$ cat config.mk
export PLATFORM = sky130hd
export DESIGN_NAME = vxv_vector_buffer_flat
export DESIGN_NICKNAME = d
export VERILOG_FILES = /design/src/rtl/vxv_vector_buffer_pkg.sv /design/src/rtl/vxv_vector_buffer_if.sv /design/src/rtl/vxv_vector_buffer_beat_mux.sv /design/src/rtl/vxv_vector_buffer.sv /design/src/flat_wrapper.sv
export SDC_FILE = /design/constraint.sdc
export NUM_CORES = 1
export LEC_CHECK = 0
export CAP_MARGIN = 20
export CORE_UTILIZATION = 60
export CTS_BUF_LIST = sky130_fd_sc_hd__clkbuf_8
export DETAILED_ROUTE_END_ITERATION = 8
export GPL_TIMING_DRIVEN = 0
export HOLD_SLACK_MARGIN = 0.1
export PLACE_DENSITY = 0.82
export SLEW_MARGIN = 0
export SYNTH_ARGS = -nofsm -noshare
export SYNTH_HDL_FRONTEND = slang
export SYNTH_HIERARCHICAL = 1
export SYNTH_SLANG_ARGS = --single-unit
$ cat constraint.sdc
create_clock -name clk -period 31 [get_ports clk]
set_input_delay 6.2 -clock clk [delete_from_list [all_inputs] [get_ports clk]]
set_output_delay 6.2 -clock clk [all_outputs]
set_load 0.02 [all_outputs]
$ cat src/rtl/vxv_vector_buffer_pkg.sv
// ---------------------------------------------------------------------------
// vxv_vector_buffer_pkg
// Shared definitions for the vector buffer: the stream FSM state encoding and
// the helper functions that turn (N, U, D) into padding, padded vector length,
// beat count and index widths. All functions are constant-evaluable so they
// can size ports and localparams.
// ---------------------------------------------------------------------------
package vxv_vector_buffer_pkg;

  typedef enum logic {
    ST_IDLE   = 1'b0,
    ST_STREAM = 1'b1
  } state_e;

  // Zero elements appended so the vector fills a whole number of beats.
  function automatic int calc_pad(input int n, input int u);
    return (u - (n % u)) % u;
  endfunction

  function automatic int calc_total(input int n, input int u);
    return n + calc_pad(n, u);
  endfunction

  function automatic int calc_beats(input int n, input int u);
    return calc_total(n, u) / u;
  endfunction

  // Beat index width, never narrower than one bit.
  function automatic int calc_beat_w(input int n, input int u);
    int b;
    b = calc_beats(n, u);
    return (b <= 1) ? 1 : $clog2(b);
  endfunction

  function automatic int calc_slot_w(input int d);
    return (d <= 1) ? 1 : $clog2(d);
  endfunction

endpackage

$ cat src/rtl/vxv_vector_buffer_if.sv
// ---------------------------------------------------------------------------
// vxv_vector_buffer_if
// Bundles the write port, read-start port and beat stream of the vector
// buffer.
//   master : the client (writes vectors, starts streams, consumes beats)
//   slave  : the buffer itself
// Write : wr_en, wr_slot, input_data -> wr_err
// Read  : rd_start, rd_slot          -> rd_busy, rd_err
// Beats : out_valid, out_data, out_last <- out_ready
// Misc  : clear -> slot_valid
// ---------------------------------------------------------------------------
interface vxv_vector_buffer_if
  import vxv_vector_buffer_pkg::*;
#(
  parameter int element_width                   = 32,
  parameter int number_of_equations_per_cluster = 9,
  parameter int no_of_units                     = 8,
  parameter int depth                           = 4
) ();

  localparam int slot_w = calc_slot_w(depth);

  logic                                                  wr_en;
  logic [slot_w-1:0]                                     wr_slot;
  logic [element_width*number_of_equations_per_cluster-1:0] input_data;
  logic                                                  wr_err;
  logic                                                  rd_start;
  logic [slot_w-1:0]                                     rd_slot;
  logic                                                  rd_busy;
  logic                                                  out_valid;
  logic                                                  out_ready;
  logic [element_width*no_of_units-1:0]                  out_data;
  logic                                                  out_last;
  logic                                                  rd_err;
  logic [depth-1:0]                                      slot_valid;
  logic                                                  clear;

  modport master (
    output wr_en, wr_slot, input_data, rd_start, rd_slot, out_ready, clear,
    input  wr_err, rd_busy, out_valid, out_data, out_last, rd_err, slot_valid
  );

  modport slave (
    input  wr_en, wr_slot, input_data, rd_start, rd_slot, out_ready, clear,
    output wr_err, rd_busy, out_valid, out_data, out_last, rd_err, slot_valid
  );

endinterface

$ cat src/rtl/vxv_vector_buffer_beat_mux.sv
// ---------------------------------------------------------------------------
// vxv_beat_mux
// Selects one U-element beat out of a padded vector image. Beat 0 is the
// most-significant slice, so elements leave in the same order they sit in
// the written vector. An out-of-range index yields zero.
//   image    in  full padded vector (beats * U elements)
//   beat_idx in  beat to select
//   beat     out selected U-element slice
// ---------------------------------------------------------------------------
module vxv_beat_mux #(
  parameter int element_width = 32,
  parameter int no_of_units   = 8,
  parameter int beats         = 2,
  parameter int beat_w        = 1
) (
  input  logic [element_width*no_of_units*beats-1:0] image,
  input  logic [beat_w-1:0]                          beat_idx,
  output logic [element_width*no_of_units-1:0]       beat
);

  localparam int beat_dw = element_width * no_of_units;
  localparam int img_w   = beat_dw * beats;

  // NOTE: every always_comb output gets a default before any conditional
  // assignment, otherwise an unmatched index would infer a latch.
  always_comb begin
    beat = '0;
    for (int k = 0; k < beats; k++) begin
      if (beat_idx == beat_w'(k)) beat = image[img_w-1-k*beat_dw -: beat_dw];
    end
  end

endmodule

$ cat src/rtl/vxv_vector_buffer.sv
// ---------------------------------------------------------------------------
// vxv_vector_buffer
// Holds `depth` vectors of N elements, each zero-padded at the LSB end to a
// whole number of U-element beats, and streams a chosen slot out as a
// valid/ready beat sequence (most-significant elements first).
//   clk, rst_n   clock, asynchronous active-low reset
//   bus (slave)  write port, read-start port, beat stream, clear, slot_valid
// A write to the slot currently streaming is rejected (wr_err). A start on an
// unwritten slot is rejected (rd_err). The image is snapshotted when a stream
// starts, so a write accepted in that same cycle never leaks into the stream.
// ---------------------------------------------------------------------------
module vxv_vector_buffer
  import vxv_vector_buffer_pkg::*;
#(
  parameter int element_width                   = 32,
  parameter int number_of_equations_per_cluster = 9,
  parameter int no_of_units                     = 8,
  parameter int depth                           = 4
) (
  input logic              clk,
  input logic              rst_n,
  vxv_vector_buffer_if.slave bus
);

  localparam int n       = number_of_equations_per_cluster;
  localparam int pad     = calc_pad(n, no_of_units);
  localparam int total   = calc_total(n, no_of_units);
  localparam int beats   = calc_beats(n, no_of_units);
  localparam int slot_w  = calc_slot_w(depth);
  localparam int beat_w  = calc_beat_w(n, no_of_units);
  localparam int img_w   = element_width * total;
  localparam int beat_dw = element_width * no_of_units;
  localparam int pad_w   = element_width * pad;

  localparam logic [beat_w-1:0] last_beat = beat_w'(beats - 1);
  localparam logic [beat_w-1:0] beat_one  = beat_w'(1);

  logic [img_w-1:0]   mem [depth];

  state_e             state;
  logic [beat_w-1:0]  beat_idx;
  logic [slot_w-1:0]  active_slot;
  logic [img_w-1:0]   img;
  logic [depth-1:0]   slot_valid;
  logic               out_valid;
  logic [beat_dw-1:0] out_data;
  logic               out_last;
  logic               wr_err;
  logic               rd_err;

  logic [img_w-1:0]   wr_image;
  logic               wr_block;
  logic               wr_ok;
  logic               rd_ok;
  logic [img_w-1:0]   mux_src;
  logic [beat_w-1:0]  mux_idx;
  logic [beat_dw-1:0] mux_beat;

  // Pad zeros land in the least-significant element positions.
  assign wr_image = img_w'(bus.input_data) << pad_w;

  assign wr_block = (state == ST_STREAM) && (bus.wr_slot == active_slot);
  assign wr_ok    = bus.wr_en && !wr_block;
  assign rd_ok    = bus.rd_start && (state == ST_IDLE) && slot_valid[bus.rd_slot];

  // In IDLE the mux previews beat 0 of the slot being started (pre-write
  // contents, since storage only changes at the edge); while streaming it
  // looks one beat ahead in the snapshot.
  always_comb begin
    mux_src = mem[bus.rd_slot];
    mux_idx = '0;
    if (state == ST_STREAM) begin
      mux_src = img;
      mux_idx = beat_idx + beat_one;
    end
  end

  vxv_beat_mux #(
    .element_width(element_width),
    .no_of_units  (no_of_units),
    .beats        (beats),
    .beat_w       (beat_w)
  ) u_beat_mux (
    .image   (mux_src),
    .beat_idx(mux_idx),
    .beat    (mux_beat)
  );

  // NOTE: vector storage carries no reset; its contents are meaningless until
  // slot_valid says otherwise, and a reset here would add nothing but wiring.
  always_ff @(posedge clk) begin
    if (wr_ok) mem[bus.wr_slot] <= wr_image;
  end

  // NOTE: all state in clocked blocks uses non-blocking assignments so every
  // right-hand side sees pre-edge values regardless of statement order.
  always_ff @(posedge clk or negedge rst_n) begin
    if (!rst_n) begin
      state       <= ST_IDLE;
      beat_idx    <= '0;
      active_slot <= '0;
      img         <= '0;
      slot_valid  <= '0;
      out_valid   <= 1'b0;
      out_data    <= '0;
      out_last    <= 1'b0;
      wr_err      <= 1'b0;
      rd_err      <= 1'b0;
    end else begin
      wr_err <= bus.wr_en && wr_block;
      rd_err <= bus.rd_start && (state == ST_IDLE) && !slot_valid[bus.rd_slot];

      // A write in the same cycle as clear re-validates its own slot.
      if (bus.clear) slot_valid <= '0;
      if (wr_ok)     slot_valid[bus.wr_slot] <= 1'b1;

      case (state)
        ST_IDLE: begin
          if (rd_ok) begin
            state       <= ST_STREAM;
            img         <= mem[bus.rd_slot];
            active_slot <= bus.rd_slot;
            beat_idx    <= '0;
            out_valid   <= 1'b1;
            out_data    <= mux_beat;
            out_last    <= (beats == 1);
          end
        end
        ST_STREAM: begin
          if (out_valid && bus.out_ready) begin
            if (beat_idx == last_beat) begin
              state     <= ST_IDLE;
              out_valid <= 1'b0;
              out_data  <= '0;
              out_last  <= 1'b0;
            end else begin
              beat_idx <= mux_idx;
              out_data <= mux_beat;
              out_last <= (mux_idx == last_beat);
            end
          end
        end
        default: state <= ST_IDLE;
      endcase
    end
  end

  assign bus.rd_busy    = (state == ST_STREAM);
  assign bus.out_valid  = out_valid;
  assign bus.out_data   = out_data;
  assign bus.out_last   = out_last;
  assign bus.wr_err     = wr_err;
  assign bus.rd_err     = rd_err;
  assign bus.slot_valid = slot_valid;

endmodule
$ cat src/flat_wrapper.sv
// flat-port wrapper written by rule: the top's interface ports become plain ports
module vxv_vector_buffer_flat import vxv_vector_buffer_pkg::*;
#(
  parameter int element_width                   = 32,
  parameter int number_of_equations_per_cluster = 9,
  parameter int no_of_units                     = 8,
  parameter int depth                           = 4
)
  (clk, rst_n, bus_wr_en, bus_wr_slot, bus_input_data, bus_rd_start, bus_rd_slot, bus_out_ready, bus_clear, bus_wr_err, bus_rd_busy, bus_out_valid, bus_out_data, bus_out_last, bus_rd_err, bus_slot_valid);
  vxv_vector_buffer_if #(.element_width(element_width), .number_of_equations_per_cluster(number_of_equations_per_cluster), .no_of_units(no_of_units), .depth(depth)) bus_i ();
  input logic clk;
  input logic rst_n;
  input wire logic [$bits(bus_i.wr_en)-1:0] bus_wr_en;
  input wire logic [$bits(bus_i.wr_slot)-1:0] bus_wr_slot;
  input wire logic [$bits(bus_i.input_data)-1:0] bus_input_data;
  input wire logic [$bits(bus_i.rd_start)-1:0] bus_rd_start;
  input wire logic [$bits(bus_i.rd_slot)-1:0] bus_rd_slot;
  input wire logic [$bits(bus_i.out_ready)-1:0] bus_out_ready;
  input wire logic [$bits(bus_i.clear)-1:0] bus_clear;
  output wire logic [$bits(bus_i.wr_err)-1:0] bus_wr_err;
  output wire logic [$bits(bus_i.rd_busy)-1:0] bus_rd_busy;
  output wire logic [$bits(bus_i.out_valid)-1:0] bus_out_valid;
  output wire logic [$bits(bus_i.out_data)-1:0] bus_out_data;
  output wire logic [$bits(bus_i.out_last)-1:0] bus_out_last;
  output wire logic [$bits(bus_i.rd_err)-1:0] bus_rd_err;
  output wire logic [$bits(bus_i.slot_valid)-1:0] bus_slot_valid;
  assign bus_i.wr_en = bus_wr_en;
  assign bus_i.wr_slot = bus_wr_slot;
  assign bus_i.input_data = bus_input_data;
  assign bus_i.rd_start = bus_rd_start;
  assign bus_i.rd_slot = bus_rd_slot;
  assign bus_i.out_ready = bus_out_ready;
  assign bus_i.clear = bus_clear;
  assign bus_wr_err = bus_i.wr_err;
  assign bus_rd_busy = bus_i.rd_busy;
  assign bus_out_valid = bus_i.out_valid;
  assign bus_out_data = bus_i.out_data;
  assign bus_out_last = bus_i.out_last;
  assign bus_rd_err = bus_i.rd_err;
  assign bus_slot_valid = bus_i.slot_valid;
  vxv_vector_buffer #(.element_width(element_width), .number_of_equations_per_cluster(number_of_equations_per_cluster), .no_of_units(no_of_units), .depth(depth)) u_core (.clk(clk), .rst_n(rst_n), .bus(bus_i));
endmodule
==> results.md <==
- Worst reg2reg path depth: 11
- Synth-to-Final Area Change: 21.8%
- Port bufs: 562
- First-pass GRT wire length: 252,000 µm
- Worst-margin pin slew: 1.15 ns
- Die area: 119,000 µm²
- Htree depth: 5
- Dpl hpwl: 115,000 µm
- Initial Util: 60.6%
- CP endpoint kind: flip-flop
- Count leader, synth: edfxtp_1
- Die H: 345 µm
- Slew HR: 23.6%
- Post-DRT Antenna Nets: 0
- Yosys cell types: 31
- Non-Filler Instances: 7,390
- Largest net degree at the start of global routing: 110
- DR vias/cell: 5.49
- Sequential power share: 54.7%
- Met1 Use GR: 36.6%
- Iteration-0 DRC Markers: 2,830
- WL per Instance: 22.7 µm
- Number of synthesized flops with an enable pin: 1,152
- CTS max path bufs: 4
- Worst Hold Class: reg -> reg
- Die Wd: 345 µm
- Initial antenna violation count: 74
- Grt met2 use: 46.0%
- Int Pwr: 3.59 mW
- Worst setup margin: 22.37 ns
- Dominant cell type by area after synthesis: edfxtp_1
- Pwr Total: 4.58 mW
- Slew Limit Fails: 0
- Global routing usage on met3: 7.90%
- Comb pwr share: 4.8%
- Sequential area share after synthesis: 68.8%
- Ys async rst share: 32.6%
- Post-synth top cells: edfxtp_1, nand2_1, dfrtp_1
- Status: complete, no violations
- Vias: 40,597
- Max VDD drop: 47.5 µV
- Sw frac: 21.7%
- Area of placed instances: 80,500 µm²
- Hold buffers post-CTS: 0
- Yosys Warn Count: 6
- Layout cell share with drive strength beyond 1: 19.1%
- RSZ-0062 raised after global routing: false
- Total wire length: 168,000 µm
- Area contributors post-synth: edfxtp_1, dfrtp_1, mux4_2
- Post-CTS Setup Repair Bufs: 0
- CTS tree: done
- Clock transition at path regs: 0.05 ns
- DR DRC count: 0
- Critical path class: in -> reg
- Worst slack at placement: 21.34 ns
- Main synth FF type: edfxtp_1
- P_sw: 994 µW
- Max Cap Viol: 0
- CTS resizes: 0
- Fmax: 116 MHz
- LEAKAGE: 38.1 nW
- Clock network fraction of total power: 40.4%
- #FFs+latches synth: 1,708
- Crit path DAT: 9.48 ns
- TritonRoute pass-1 iters: 7
- Hold path depth: 1
- Netlist Area Pre-Place: 70,500 µm²
- Post-Syn Area per Cell: 15.8 µm²
- CORE AREA: 116,000 µm²
- Period utilization: 27.9%
- GP Congestion: 0.827
- Busiest grt layer: met2
- Final #Nets: 5,906
- Worst Skew: 0.0671 ns
- # rows: 125
- Root buffer cell: clkbuf_8
- CP max FO: 10
- Pwr/cell area: 53.3 nW/µm²
- Tmin final: 8.63 ns
- GRT Util Overall: 28.6%
- Worst EP required: 31.85 ns
- DP Cell Count: 6,841
- Final Hold Viols: 0
- Post-synthesis cell count: 4,459
- CTS Sinks: 1,708
- Setup-failing EPs final: 0
- Total grt overflow: 0
- Cts bufs inserted: 289
- I/O Pins: 563
- FILL cells: 7,056
- CP startpoint kind: input pin
- Skew-Pair Late Insertion Delay: 1.01 ns
- Area of all placed cells without fillers: 85,900 µm²
- Yosys top cell area share: 49.1%
- Vias in the first global route: 42,599
==> per-stage QoR <==
stage | TNS, ns | hold slack [ns] | utilization [%]
after global placement | -7783.46 | 0.473 | 67.8
after detailed placement | 0 | 0.481 | 69.2
final | 0 | 0.488 | 73.8
after CTS | 0 | 0.493 | 73.7
after floorplan | 0 | 0.465 | -
after global routing | 0 | 0.501 | 73.8
==> cells by family after synthesis <==
family	share of synthesized area, %
other	0.00532
AO/OA/AOI/OAI	0.128
AND/OR/NAND/NOR	6.08
flip-flops	68.8
multiplexers	21.6
XOR/XNOR	0.0248
buffers and inverters	3.36
==> final timing paths <==
kind / start / end / slack (ns)
hold / removal: u_core/img[356] / u_core/img[356] / 0.49
hold reg to reg: u_core/img[356] / u_core/img[356] / 0.49
min in group asynchronous: rst_n / u_core/bus.out_data[136] / 5.19
max in group asynchronous: rst_n / u_core/img[224] / 24.18
setup reg to reg: u_core/bus.rd_busy / u_core/bus.out_data[253] / 27.49
setup / recovery: bus_rd_slot[1] / u_core/bus.out_data[255] / 22.37
==> cell type report <==
class / count / area, µm² / area share [%]
Multi-Input combinational cell: 2468 / 20500 / 23.9
Sequential cell: 1708 / 48500 / 56.5
Tap cell: 1524 / 1910 / 2.22
Antenna cell: 43 / 108 / 0.125
Clock inverter: 180 / 826 / 0.961
Inverter: 260 / 976 / 1.14
Clock buffer: 326 / 4490 / 5.22
Timing Repair Buffer: 635 / 7180 / 8.36
Buffer: 246 / 1390 / 1.62
==> sequential cells by signal, summed over array words and instances, names as in the netlist <==
register / flops
u_core/bus.out_last: 1
u_core/bus.out_data: 256
u_core/bus.slot_valid: 4
u_core/active_slot: 2
u_core/mem: 1152
u_core/bus.out_valid: 1
u_core/bus.rd_err: 1
u_core/img: 288
u_core/bus.wr_err: 1
u_core/beat_idx: 1
u_core/bus.rd_busy: 1
==> power by group through the flow <==
stage               sequential (mW)  combinational (mW)  clock, mW
floorplan                      2.57               0.104          0
global placement               2.59               0.202          0
detailed placement             2.55               0.222          0
CTS                            2.51               0.223       1.89
global route                   2.51               0.239       2.00
finish                         2.51               0.221       1.85
==> per-layer routing <==
layer | vias to the layer above | wire length [µm]
met5 | - | 395
met3 | 338 | 13100
met2 | 1356 | 83200
met4 | 56 | 5980
met1 | 20615 | 64900
li1 | 18232 | -
==> placed cells by master, fill, tap and decap left out, types with 30 or more instances in the layout <==
cell type,netlist,layout
mux2i_1,258,258
mux4_2,289,289
diode_2,0,43
nand2_1,1124,1124
edfxtp_1,1152,1152
clkbuf_1,117,116
clkdlybuf4s50_1,0,561
inv_1,259,368
clkbuf_8,0,326
buf_6,49,50
buf_16,0,30
conb_1,1,224
clkinv_1,0,39
mux2_1,280,280
dfrtp_1,556,556
mux2_2,266,266
buf_2,68,68
==> worst max-delay path, cell delays in order <==
cell and delay, ns:
clkdlybuf4s50_1 0.65, clkbuf_1 0.81, clkbuf_1 0.64, mux4_2 0.42, nand2_1 0.08, nand2_1 0.13
mux2_2 0.33, nand2_1 0.12, mux2i_1 0.09
(Power assumes the default switching activity.)
